`src/rtl/tow_match_scorer_if.sv`:
```
`default_nettype none
// ============================================================================
// Module   : tow_match_scorer_if
// Purpose  : Bundles the push-arbiter inputs and the display/score outputs of
//            the tug-of-war match scorer.
// Ports    : master - push arbiter / display side (drives pushes, reads score)
//            slave  - scorer side (reads pushes, drives score and match state)
// Revision : 1.0 - initial release
// ============================================================================
interface tow_match_scorer_if #(
  parameter int STEPS = 3,
  parameter int CNT_W = 4
);
  logic               winrnd;
  logic               right;
  logic               leds_on;
  logic               rnd_clr;
  logic [2*STEPS:0]   hcap_in;
  logic [2*STEPS:0]   score;
  logic               round_done;
  logic [CNT_W-1:0]   wins_l;
  logic [CNT_W-1:0]   wins_r;
  logic               match_win_l;
  logic               match_win_r;

  modport master (
    output winrnd, right, leds_on, rnd_clr, hcap_in,
    input  score, round_done, wins_l, wins_r, match_win_l, match_win_r
  );

  modport slave (
    input  winrnd, right, leds_on, rnd_clr, hcap_in,
    output score, round_done, wins_l, wins_r, match_win_l, match_win_r
  );
endinterface
`default_nettype wire

```
`src/rtl/tow_match_scorer.sv`:
```
`default_nettype none
// ============================================================================
// Module   : tow_match_scorer
// Purpose  : Tug-of-war rope position tracker with jump-the-light penalties,
//            per-position double-step handicaps and a best-of match layer.
// Ports    : clk  - system clock
//            rst  - asynchronous active-high reset
//            bus  - tow_match_scorer_if.slave (winrnd/right/leds_on/rnd_clr/
//                   hcap_in in; score/round_done/wins_*/match_win_* out)
// Revision : 1.0 - initial release
// ============================================================================
module tow_match_scorer #(
  parameter int STEPS      = 3,
  parameter int WIN_ROUNDS = 2,
  parameter int CNT_W      = 4
) (
  input  wire logic           clk,
  input  wire logic           rst,
  tow_match_scorer_if.slave   bus
);

  localparam int SW = 2*STEPS + 1;         // score width
  localparam int PW = $clog2(2*STEPS + 3); // position index width

  localparam logic [PW-1:0] C_POS_WR = '0;
  localparam logic [PW-1:0] C_POS_N  = PW'(STEPS + 1);
  localparam logic [PW-1:0] C_POS_WL = PW'(2*STEPS + 2);

  localparam logic [1:0] S_PLAY = 2'd0;
  localparam logic [1:0] S_HOLD = 2'd1;
  localparam logic [1:0] S_DONE = 2'd2;

  // Error pattern 1010... starting with a 1 in the MSB.
  function automatic logic [SW-1:0] alt_pattern();
    logic [SW-1:0] p;
    for (int k = 0; k < SW; k++) p[k] = ((SW - 1 - k) % 2) == 0;
    return p;
  endfunction

  localparam logic [SW-1:0] C_ERR = alt_pattern();

  logic [1:0]       state_q, state_d;
  logic [PW-1:0]    pos_q, pos_d;
  logic [SW-1:0]    hcap_q, hcap_d;
  logic [CNT_W-1:0] wins_l_q, wins_l_d, wins_r_q, wins_r_d;
  logic             round_done_q, round_done_d;
  logic             match_l_q, match_l_d, match_r_q, match_r_d;

  logic             mr;
  logic             hbit;
  logic             toward;
  logic [PW:0]      step;
  logic [PW:0]      ext;
  logic [PW:0]      moved;
  logic [PW-1:0]    pushed_pos;

  // --------------------------------------------------------------------------
  // State register
  // --------------------------------------------------------------------------
  always_ff @(posedge clk or posedge rst) begin
    if (rst) begin
      state_q      <= S_PLAY;
      pos_q        <= C_POS_N;
      hcap_q       <= '0;
      wins_l_q     <= '0;
      wins_r_q     <= '0;
      round_done_q <= 1'b0;
      match_l_q    <= 1'b0;
      match_r_q    <= 1'b0;
    end else begin
      state_q      <= state_d;
      pos_q        <= pos_d;
      hcap_q       <= hcap_d;
      wins_l_q     <= wins_l_d;
      wins_r_q     <= wins_r_d;
      round_done_q <= round_done_d;
      match_l_q    <= match_l_d;
      match_r_q    <= match_r_d;
    end
  end

  // --------------------------------------------------------------------------
  // Next-state logic
  // --------------------------------------------------------------------------
  always_comb begin
    // A push counts toward the right when the right player pushed on the
    // lights, or the left player jumped the light.
    mr = bus.right ? bus.leds_on : ~bus.leds_on;

    hbit = 1'b0;
    for (int k = 0; k < SW; k++) begin
      if (pos_q == PW'(k + 1)) hbit = hcap_q[k];
    end

    // Left of neutral is a higher index; excludes N itself on both sides.
    toward = ((pos_q > C_POS_N) && mr) || ((pos_q < C_POS_N) && !mr);
    step   = (bus.leds_on && hbit && toward) ? (PW+1)'(2) : (PW+1)'(1);
    ext    = {1'b0, pos_q};

    if (mr) moved = (ext < step) ? '0 : ext - step;
    else    moved = (ext + step > {1'b0, C_POS_WL}) ? {1'b0, C_POS_WL} : ext + step;
    pushed_pos = moved[PW-1:0];

    state_d      = state_q;
    pos_d        = pos_q;
    wins_l_d     = wins_l_q;
    wins_r_d     = wins_r_q;
    round_done_d = 1'b0;
    match_l_d    = match_l_q;
    match_r_d    = match_r_q;
    hcap_d       = (state_q == S_PLAY && pos_q == C_POS_N) ? bus.hcap_in : hcap_q;

    if (pos_q > C_POS_WL) begin
      // Corrupted position: recover to neutral.
      pos_d = C_POS_N;
    end else begin
      case (state_q)
        S_PLAY: begin
          if (bus.rnd_clr) begin
            pos_d = C_POS_N;
          end else if (bus.winrnd) begin
            pos_d = pushed_pos;
            if (pushed_pos == C_POS_WL) begin
              state_d      = S_HOLD;
              wins_l_d     = wins_l_q + 1'b1;
              round_done_d = 1'b1;
            end else if (pushed_pos == C_POS_WR) begin
              state_d      = S_HOLD;
              wins_r_d     = wins_r_q + 1'b1;
              round_done_d = 1'b1;
            end
          end
        end
        S_HOLD: begin
          if (bus.rnd_clr) begin
            if (pos_q == C_POS_WL && wins_l_q == CNT_W'(WIN_ROUNDS)) begin
              state_d   = S_DONE;
              match_l_d = 1'b1;
            end else if (pos_q == C_POS_WR && wins_r_q == CNT_W'(WIN_ROUNDS)) begin
              state_d   = S_DONE;
              match_r_d = 1'b1;
            end else begin
              state_d = S_PLAY;
              pos_d   = C_POS_N;
            end
          end
        end
        S_DONE: begin
          state_d = S_DONE;
        end
        default: begin
          state_d = S_PLAY;
          pos_d   = C_POS_N;
        end
      endcase
    end
  end

  // --------------------------------------------------------------------------
  // Output logic
  // --------------------------------------------------------------------------
  always_comb begin
    bus.score = '0;
    if (pos_q == C_POS_WL) begin
      bus.score = {{STEPS{1'b1}}, {(STEPS+1){1'b0}}};
    end else if (pos_q == C_POS_WR) begin
      bus.score = {{(STEPS+1){1'b0}}, {STEPS{1'b1}}};
    end else if (pos_q > C_POS_WL) begin
      bus.score = C_ERR;
    end else begin
      for (int k = 0; k < SW; k++) begin
        if (pos_q == PW'(k + 1)) bus.score[k] = 1'b1;
      end
    end
    bus.round_done  = round_done_q;
    bus.wins_l      = wins_l_q;
    bus.wins_r      = wins_r_q;
    bus.match_win_l = match_l_q;
    bus.match_win_r = match_r_q;
  end

endmodule
`default_nettype wire

```
`src/flat_wrapper.sv`:
```
// flat-port wrapper written by rule: the top's interface ports become plain ports
module tow_match_scorer_flat 
#(
  parameter int STEPS      = 3,
  parameter int WIN_ROUNDS = 2,
  parameter int CNT_W      = 4
)
  (clk, rst, bus_winrnd, bus_right, bus_leds_on, bus_rnd_clr, bus_hcap_in, bus_score, bus_round_done, bus_wins_l, bus_wins_r, bus_match_win_l, bus_match_win_r);
  tow_match_scorer_if #(.STEPS(STEPS), .CNT_W(CNT_W)) bus_i ();
  input  wire logic clk;
  input  wire logic rst;
  input wire logic [$bits(bus_i.winrnd)-1:0] bus_winrnd;
  input wire logic [$bits(bus_i.right)-1:0] bus_right;
  input wire logic [$bits(bus_i.leds_on)-1:0] bus_leds_on;
  input wire logic [$bits(bus_i.rnd_clr)-1:0] bus_rnd_clr;
  input wire logic [$bits(bus_i.hcap_in)-1:0] bus_hcap_in;
  output wire logic [$bits(bus_i.score)-1:0] bus_score;
  output wire logic [$bits(bus_i.round_done)-1:0] bus_round_done;
  output wire logic [$bits(bus_i.wins_l)-1:0] bus_wins_l;
  output wire logic [$bits(bus_i.wins_r)-1:0] bus_wins_r;
  output wire logic [$bits(bus_i.match_win_l)-1:0] bus_match_win_l;
  output wire logic [$bits(bus_i.match_win_r)-1:0] bus_match_win_r;
  assign bus_i.winrnd = bus_winrnd;
  assign bus_i.right = bus_right;
  assign bus_i.leds_on = bus_leds_on;
  assign bus_i.rnd_clr = bus_rnd_clr;
  assign bus_i.hcap_in = bus_hcap_in;
  assign bus_score = bus_i.score;
  assign bus_round_done = bus_i.round_done;
  assign bus_wins_l = bus_i.wins_l;
  assign bus_wins_r = bus_i.wins_r;
  assign bus_match_win_l = bus_i.match_win_l;
  assign bus_match_win_r = bus_i.match_win_r;
  tow_match_scorer #(.STEPS(STEPS), .WIN_ROUNDS(WIN_ROUNDS), .CNT_W(CNT_W)) u_core (.clk(clk), .rst(rst), .bus(bus_i));
endmodule
```
`config.mk`:
```
export PLATFORM = sky130hd
export DESIGN_NAME = tow_match_scorer_flat
export DESIGN_NICKNAME = d
export VERILOG_FILES = /design/src/rtl/tow_match_scorer_if.sv /design/src/rtl/tow_match_scorer.sv /design/src/flat_wrapper.sv
export SDC_FILE = /design/constraint.sdc
export NUM_CORES = 1
export LEC_CHECK = 0
export CAP_MARGIN = 20
export CORE_MARGIN = 2
export CORE_UTILIZATION = 30
export CTS_CLUSTER_SIZE = 30
export DETAILED_ROUTE_END_ITERATION = 7
export GPL_ROUTABILITY_DRIVEN = 0
export PLACE_DENSITY = 0.52
export SYNTH_ARGS = -nofsm -noshare
export SYNTH_HDL_FRONTEND = slang
export SYNTH_SLANG_ARGS = --single-unit
```
`constraint.sdc`:
```
create_clock -name clk -period 8.44 [get_ports clk]
set_input_delay 0.844 -clock clk [delete_from_list [all_inputs] [get_ports clk]]
set_output_delay 0.844 -clock clk [all_outputs]
set_load 0.03 [all_outputs]
```
**Yosys cells after proc, flatten, opt, wreduce, memory -nomap -nowiden**

Cells that the tools add are included.

- Register bits after elaboration: 24
- Bits of input ports: 13
- Output and inout bits: 18
- Word-level logic and storage cells: 105

- $add $sub $neg: 4
- $lt $le $gt $ge: 5
- Equality and inequality tests: 22
- Mux-type cells: 43
- Bitwise logic cells: 5
- Reduce and logical (&&, ||, !) cells: 18

Operators by type and width:

| cell | number |
|---|---|
| 4-bit 2-to-1 mux | 9 |
| 1-bit 2-to-1 mux | 21 |
| 7-bit 2-to-1 mux | 3 |
| 5-bit AND reduction | 4 |
| 4-bit by 2-bit equality test with 1-bit output (second input constant) | 4 |
| 4-bit by 3-bit equality test with 1-bit output (second input constant) | 4 |
| 2-bit 2-to-1 mux | 8 |
| 4-bit one-hot mux with 3 select lines | 1 |
| 3-bit by 2-bit inequality test with 1-bit output (second input constant) | 3 |
| 4-bit by 1-bit adder with 4-bit output (second input constant) | 2 |
| 4-bit equality test (second input constant) | 2 |
| 4-bit logical NOT | 2 |
| 1-bit logical AND | 7 |
| 2-bit inequality test (second input constant) | 3 |
| 2-bit one-hot mux with 3 select lines | 1 |
| 6-bit AND reduction | 1 |
| 4-bit by 2-bit adder with 5-bit output | 1 |
| 5-bit by 4-bit greater-than comparator with 1-bit output (second input constant) | 1 |
| 4-bit by 5-bit less-than comparator with 1-bit output | 1 |
| 1-bit inverter | 5 |
| 4-bit by 1-bit equality test with 1-bit output (second input constant) | 1 |
| 4-bit by 3-bit greater-than comparator with 1-bit output (second input constant) | 1 |
| 4-bit greater-than comparator (second input constant) | 1 |
| 4-bit by 3-bit less-than comparator with 1-bit output (second input constant) | 1 |
| 10 further kinds | 10 |

**Depth between registers and ports, before layout**

- Word-level depth: 22
- Mapped depth: 15

**Worst setup path before layout**

Ideal clock, no wire load.

- Kind: register to register
- From: reg u_core.pos_q[1]
- To: reg u_core.wins_l_q[2], in the netlist u_core.bus.wins_l[2]
- Library setup time: 0.137 ns
- Arrival: 3.273 ns
- Data required time: 8.303 ns
- Setup slack: 5.030 ns
- Cell stages (with the launch flop): 13
- Path buffers: 1
- Clock period less this slack: 3.410 ns
- Cells stage by stage: dfrtp_1 buf_1 mux4_2 nand2b_1 o211ai_1 ha_1 inv_1 fa_1 nand2_1 and3_1 o211a_4 and3b_1 xor2_1

- Cells in the longest elaborated chain, start to end: 17
- Elaborated cells on any way between the ends: 33
- Classes of those cells: 2 x add/sub; 5 x order compare; 8 x eq/ne; 11 x mux; 1 x bitwise; 6 x reduce/logical

RTL lines:

| item | line | RTL |
|---|---|---|
| from (decl) | tow_match_scorer.sv:43 | `logic [PW-1:0] pos_q, pos_d;` |
| from (signal assigned) | tow_match_scorer.sv:72 | `pos_q <= pos_d;` |
| 4-bit by 1-bit equality test with 1-bit output | tow_match_scorer.sv:92 | `if (pos_q == PW'(k + 1)) hbit = hcap_q[k];` |
| 1-bit 2-to-1 mux (7 in series) | tow_match_scorer.sv:92 |  |
| 1-bit logical AND (2 in series) | tow_match_scorer.sv:97 | `step = (bus.leds_on && hbit && toward) ? (PW+1)'(2) : (PW+1)'(1);` |
| 2-bit 2-to-1 mux | tow_match_scorer.sv:97 |  |
| 4-bit by 2-bit adder with 5-bit output | tow_match_scorer.sv:101 | `else moved = (ext + step > {1'b0, C_POS_WL}) ? {1'b0, C_POS_WL} : ext + step;` |
| 5-bit by 4-bit greater-than comparator with 1-bit output | tow_match_scorer.sv:101 |  |
| 4-bit 2-to-1 mux | tow_match_scorer.sv:101 |  |
| 4-bit 2-to-1 mux | tow_match_scorer.sv:100 | `if (mr) moved = (ext < step) ? '0 : ext - step;` |
| 4-bit equality test | tow_match_scorer.sv:123 | `if (pushed_pos == C_POS_WL) begin` |
| 5-bit AND reduction (no line) (*) | -- |  |
| to (signal assigned) | tow_match_scorer.sv:74 | `wins_l_q <= wins_l_d;` |
| to (decl) | tow_match_scorer.sv:45 | `logic [CNT_W-1:0] wins_l_q, wins_l_d, wins_r_q, wins_r_d;` |

Mark *: on every way between the ends. The rest lies on a longest branch, timed or not.
A chain may end at the register's enable or synchronous reset.

**Final worst setup path**

- From: in bus_right
- To: reg u_core.wins_l_q[0], in the netlist u_core.bus.wins_l[0]

- Cells in the longest elaborated chain, start to end: 12
- Elaborated cells on any way between the ends: 16
- Classes of those cells: 2 x add/sub; 2 x order compare; 1 x eq/ne; 5 x mux; 6 x reduce/logical

RTL lines:

| item | line | RTL |
|---|---|---|
| from (decl) | flat_wrapper.sv:13 | `input wire logic [$bits(bus_i.right)-1:0] bus_right;` |
| 1-bit 2-to-1 mux (*) | tow_match_scorer.sv:88 | `mr = bus.right ? bus.leds_on : ~bus.leds_on;` |
| 1-bit logical NOT | tow_match_scorer.sv:96 | `toward = ((pos_q > C_POS_N) && mr) \|\| ((pos_q < C_POS_N) && !mr);` |
| 1-bit logical AND | tow_match_scorer.sv:96 |  |
| 1-bit logical OR | tow_match_scorer.sv:96 |  |
| 1-bit logical AND | tow_match_scorer.sv:97 |  |
| 2-bit 2-to-1 mux | tow_match_scorer.sv:97 |  |
| 4-bit by 2-bit adder with 5-bit output | tow_match_scorer.sv:101 |  |
| 5-bit by 4-bit greater-than comparator with 1-bit output | tow_match_scorer.sv:101 |  |
| 4-bit 2-to-1 mux | tow_match_scorer.sv:101 |  |
| 4-bit 2-to-1 mux (*) | tow_match_scorer.sv:100 |  |
| 4-bit equality test (*) | tow_match_scorer.sv:123 |  |
| 5-bit AND reduction (no line) (*) | -- |  |

Marked as above.

==> results.cfg <==
[status]
status = finished, final reports clean

[floorplan]
dieArea_um2 = 5996
initial_core_util = 0.3148
pin_count = 31
die_y_um = 77.44
fp-row-count = 26
die_x_um = 77.44
core_area_um2 = 5140

[critical_path]
worst_ep_required_time_ps = 8600
end_kind = flip-flop
criticalPathCategory = input pin to flip-flop
cp_top_family = compound AO/OA/AOI/OAI gates
arrival_ps = 3970
max_stage_delay_ps = 570
slowest_stage = clkdlybuf4s50_1
cp-start-kind = input pin
worstPathMaxFanout = 7
critPathMostFrequentCell = o211ai_1
path_cells = clkdlybuf4s50_1 -> o211ai_1 -> o21ai_0 -> and3b_1 -> o211ai_1 -> ha_1 -> fa_1 -> nor2b_1 -> o211a_1 -> nor3_1 -> a31oi_2 -> and2b_1 -> xnor2_1
critPathBufInv = 1

[synth]
synth-edff-count = 0
yosys.area_share.simple = 0.1732
yosysSeqAreaShare = 0.3720
synthDistinctLibCells = 50
syn-num-nets = 182
ys_warn_count = 0
synthXorXnorAreaFrac = 0.04795
syn_area_per_cell_um2 = 10.17
synthFlopType = dfrtp_1
synthMuxAreaShare = 0.09358
netlist_instances = 159
synth.cell_area_um2 = 1618
synth-seq-cells = 24
synth_compound_area_frac = 0.1817
synthAdderAreaFrac = 0.08662
synth_top_family_by_area = compound AO/OA/AOI/OAI gates
async_reset_ff_frac = 1.000

[final_layout]
area_growth_syn_to_layout_pct = 25.44
diodes = 0
fin_cells = 257
multi_input_area_um2 = 943.4
nets = 211
final_layout_size_suffix_gt1_frac = 0.1070
utilization = 0.3948
nFillCells = 541
finalInstanceArea_um2 = 2029
register_area_um2 = 601.8

[sta]
hold_viol = 0
whs_ps = 479.8
report.final.slew_viol_count = 0
setup_tns_ps = 0
worst_slew_pin_slew_ps = 923.2
fin_crit_ps = 3812
max_freq_ghz = 0.2623
slew_headroom = 0.3838
rsz0062_at_grt = no
finalClockSkew_ps = 2.543
finalCritPeriodShare = 0.4517
fin_ws_ps = 4628
setup_violations = 0

[placement]
dp_slack_ps = 4341
hpwlAfterDp_um = 2776
place_inst = 253
placed_area_um2 = 1974
port_buffers = 30

[routing]
drt-wirelength-per-cell_um = 14.62
drt_iter0_drc = 64
firstDrtPassIters = 4
drt-total-wl_um = 3757
via_per_inst = 5.047
vias = 1297
drc_errors = 0
ant_nets = 0

[global_route]
antenna_found_initial = 0
grt.total_usage = 0.1320
grt_pass1_wl_um = 6555
grt_max_degree = 25
grt_pass1_vias = 1349
grt-ovfl-total = 0

[power]
power_frac_clock = 0.362
finalPower_mw = 0.2180
comb_power_share = 0.100
p_leak_nw = 0.8905
sequentialPowerShare = 0.539
switchingPower_mw = 0.04878
ir_drop_v = 0.00007143
power_switching_share = 0.2238
intPower_mw = 0.1692
powerDensity_nw_per_um2 = 107.4

[clocking]
ctsHoldBuffers = 0
clk_latency_ps = 270
tritoncts = built
htree_levels = 1
ctsResizeCount = 0
clk_pin_slew_ps = 90
clk_path_buf_depth = 2
clkSinkCount = 24
cts_made_buffers = 3
cts-root-buf = clkbuf_8
cts_setup_buffers = 0

[hold_path]
min_path_type = flip-flop to flip-flop

[flow_run]
drv_cap = 0
[final timing paths]
check	endpoint	depth (start not counted)	startpoint	slack, ps
setup / recovery	u_core.bus.wins_l[0]	13	bus_right	4630
hold / removal	u_core.bus.match_win_r	1	u_core.bus.match_win_r	480
setup reg to reg	u_core.bus.wins_l[0]	11	u_core.pos_q[1]	4700
hold reg to reg	u_core.bus.match_win_r	1	u_core.bus.match_win_r	480
max in group asynchronous	u_core.pos_q[1]	2	rst	6800
min in group asynchronous	u_core.hcap_q[5]	2	rst	1070
[logic make-up after synthesis]
| logic type | Yosys count |
|---|---|
| adder cells (fa/ha/maj) | 10 |
| flip-flops | 24 |
| AND/OR/NAND/NOR | 49 |
| buffers and inverters | 17 |
| multiplexers | 13 |
| AO/OA/AOI/OAI | 38 |
| XOR/XNOR | 8 |
[synth_stat cells, drive strengths merged, types with 3 or more instances]
library cell | instances | area share
buf | 3 | 0.012
o21ai | 7 | 0.022
a21oi | 8 | 0.025
xnor2 | 5 | 0.032
mux2 | 7 | 0.049
nor2b | 6 | 0.023
dfrtp | 23 | 0.36
mux2i | 5 | 0.031
o31ai | 5 | 0.032
clkbuf | 3 | 0.0070
inv | 11 | 0.026
and3 | 3 | 0.012
nand2 | 8 | 0.019
nor3 | 3 | 0.0093
ha | 8 | 0.062
nand3 | 3 | 0.0093
nand2b | 4 | 0.015
xor2 | 3 | 0.016
nor2 | 10 | 0.023
[area by class of cell]
class,instances,area share
clock buffers,4,0.02713
multi-input cells,118,0.4649
inverters,11,0.02035
flip-flops and latches,24,0.2965
well taps,70,0.04316
repair buffers,30,0.1480
[sequential cells by signal, indices dropped and copies added, names as in the netlist]
| signal | count |
|---|---|
| u_core.hcap_q | 7 |
| u_core.bus.wins_l | 4 |
| u_core.bus.wins_r | 4 |
| u_core.pos_q | 4 |
| u_core.state_q | 2 |
| u_core.bus.match_win_l | 1 |
| u_core.bus.match_win_r | 1 |
| u_core.bus.round_done | 1 |
[cell usage in the layout (no fill, tap or decap), drive strengths merged, types with 2 or more instances in the layout]
cell type and instances:
o211a 2, nor3b 2, xor2 3, o31ai 5, ha 8, dfrtp 23
inv 11, and3b 2, nor4b 2, fa 2, and3 3, o21bai 2
a21oi 8, o22ai 2, nor3 3, o211ai 2, xnor2 5, nand2b 4
nand3 3, a21o 2, mux2 7, clkdlybuf4s50 30, nor2b 6, nor2 10
o21ai 7, clkbuf 4, nand2 8, mux2i 5
[routing by layer]
layer / routed length, um / vias up / share of wire / GRT usage
met5: 0 / - / 0 / 0
met4: 27 / 0 / 0.0072 / 0.03036
met3: 94 / 4 / 0.025 / 0.01977
met2: 1852 / 20 / 0.49 / 0.2183
met1: 1782 / 646 / 0.47 / 0.1820
li1: - / 627 / - / -
[worst register-to-register path, delay by kind of cell, from the launching register on]
family	cells	cell delay, ps
AO/OA/AOI/OAI	3	860
XOR/XNOR	1	120
adder cells (fa/ha/maj)	1	450
buffers and inverters	1	170
flip-flops	1	780
multiplexers	1	590
AND/OR/NAND/NOR	4	660
[power groups by stage]
stage          Combinational [mW]  Sequential (mW)  Clock (mW)
2_1_floorplan              0.0122            0.119           0
3_3_place_gp               0.0214            0.120           0
3_5_place_dp               0.0219            0.120           0
4_1_cts                    0.0221            0.117      0.0816
5_1_grt                    0.0240            0.118      0.0873
6_report                   0.0217            0.117      0.0788
(Power assumes the default switching activity.)
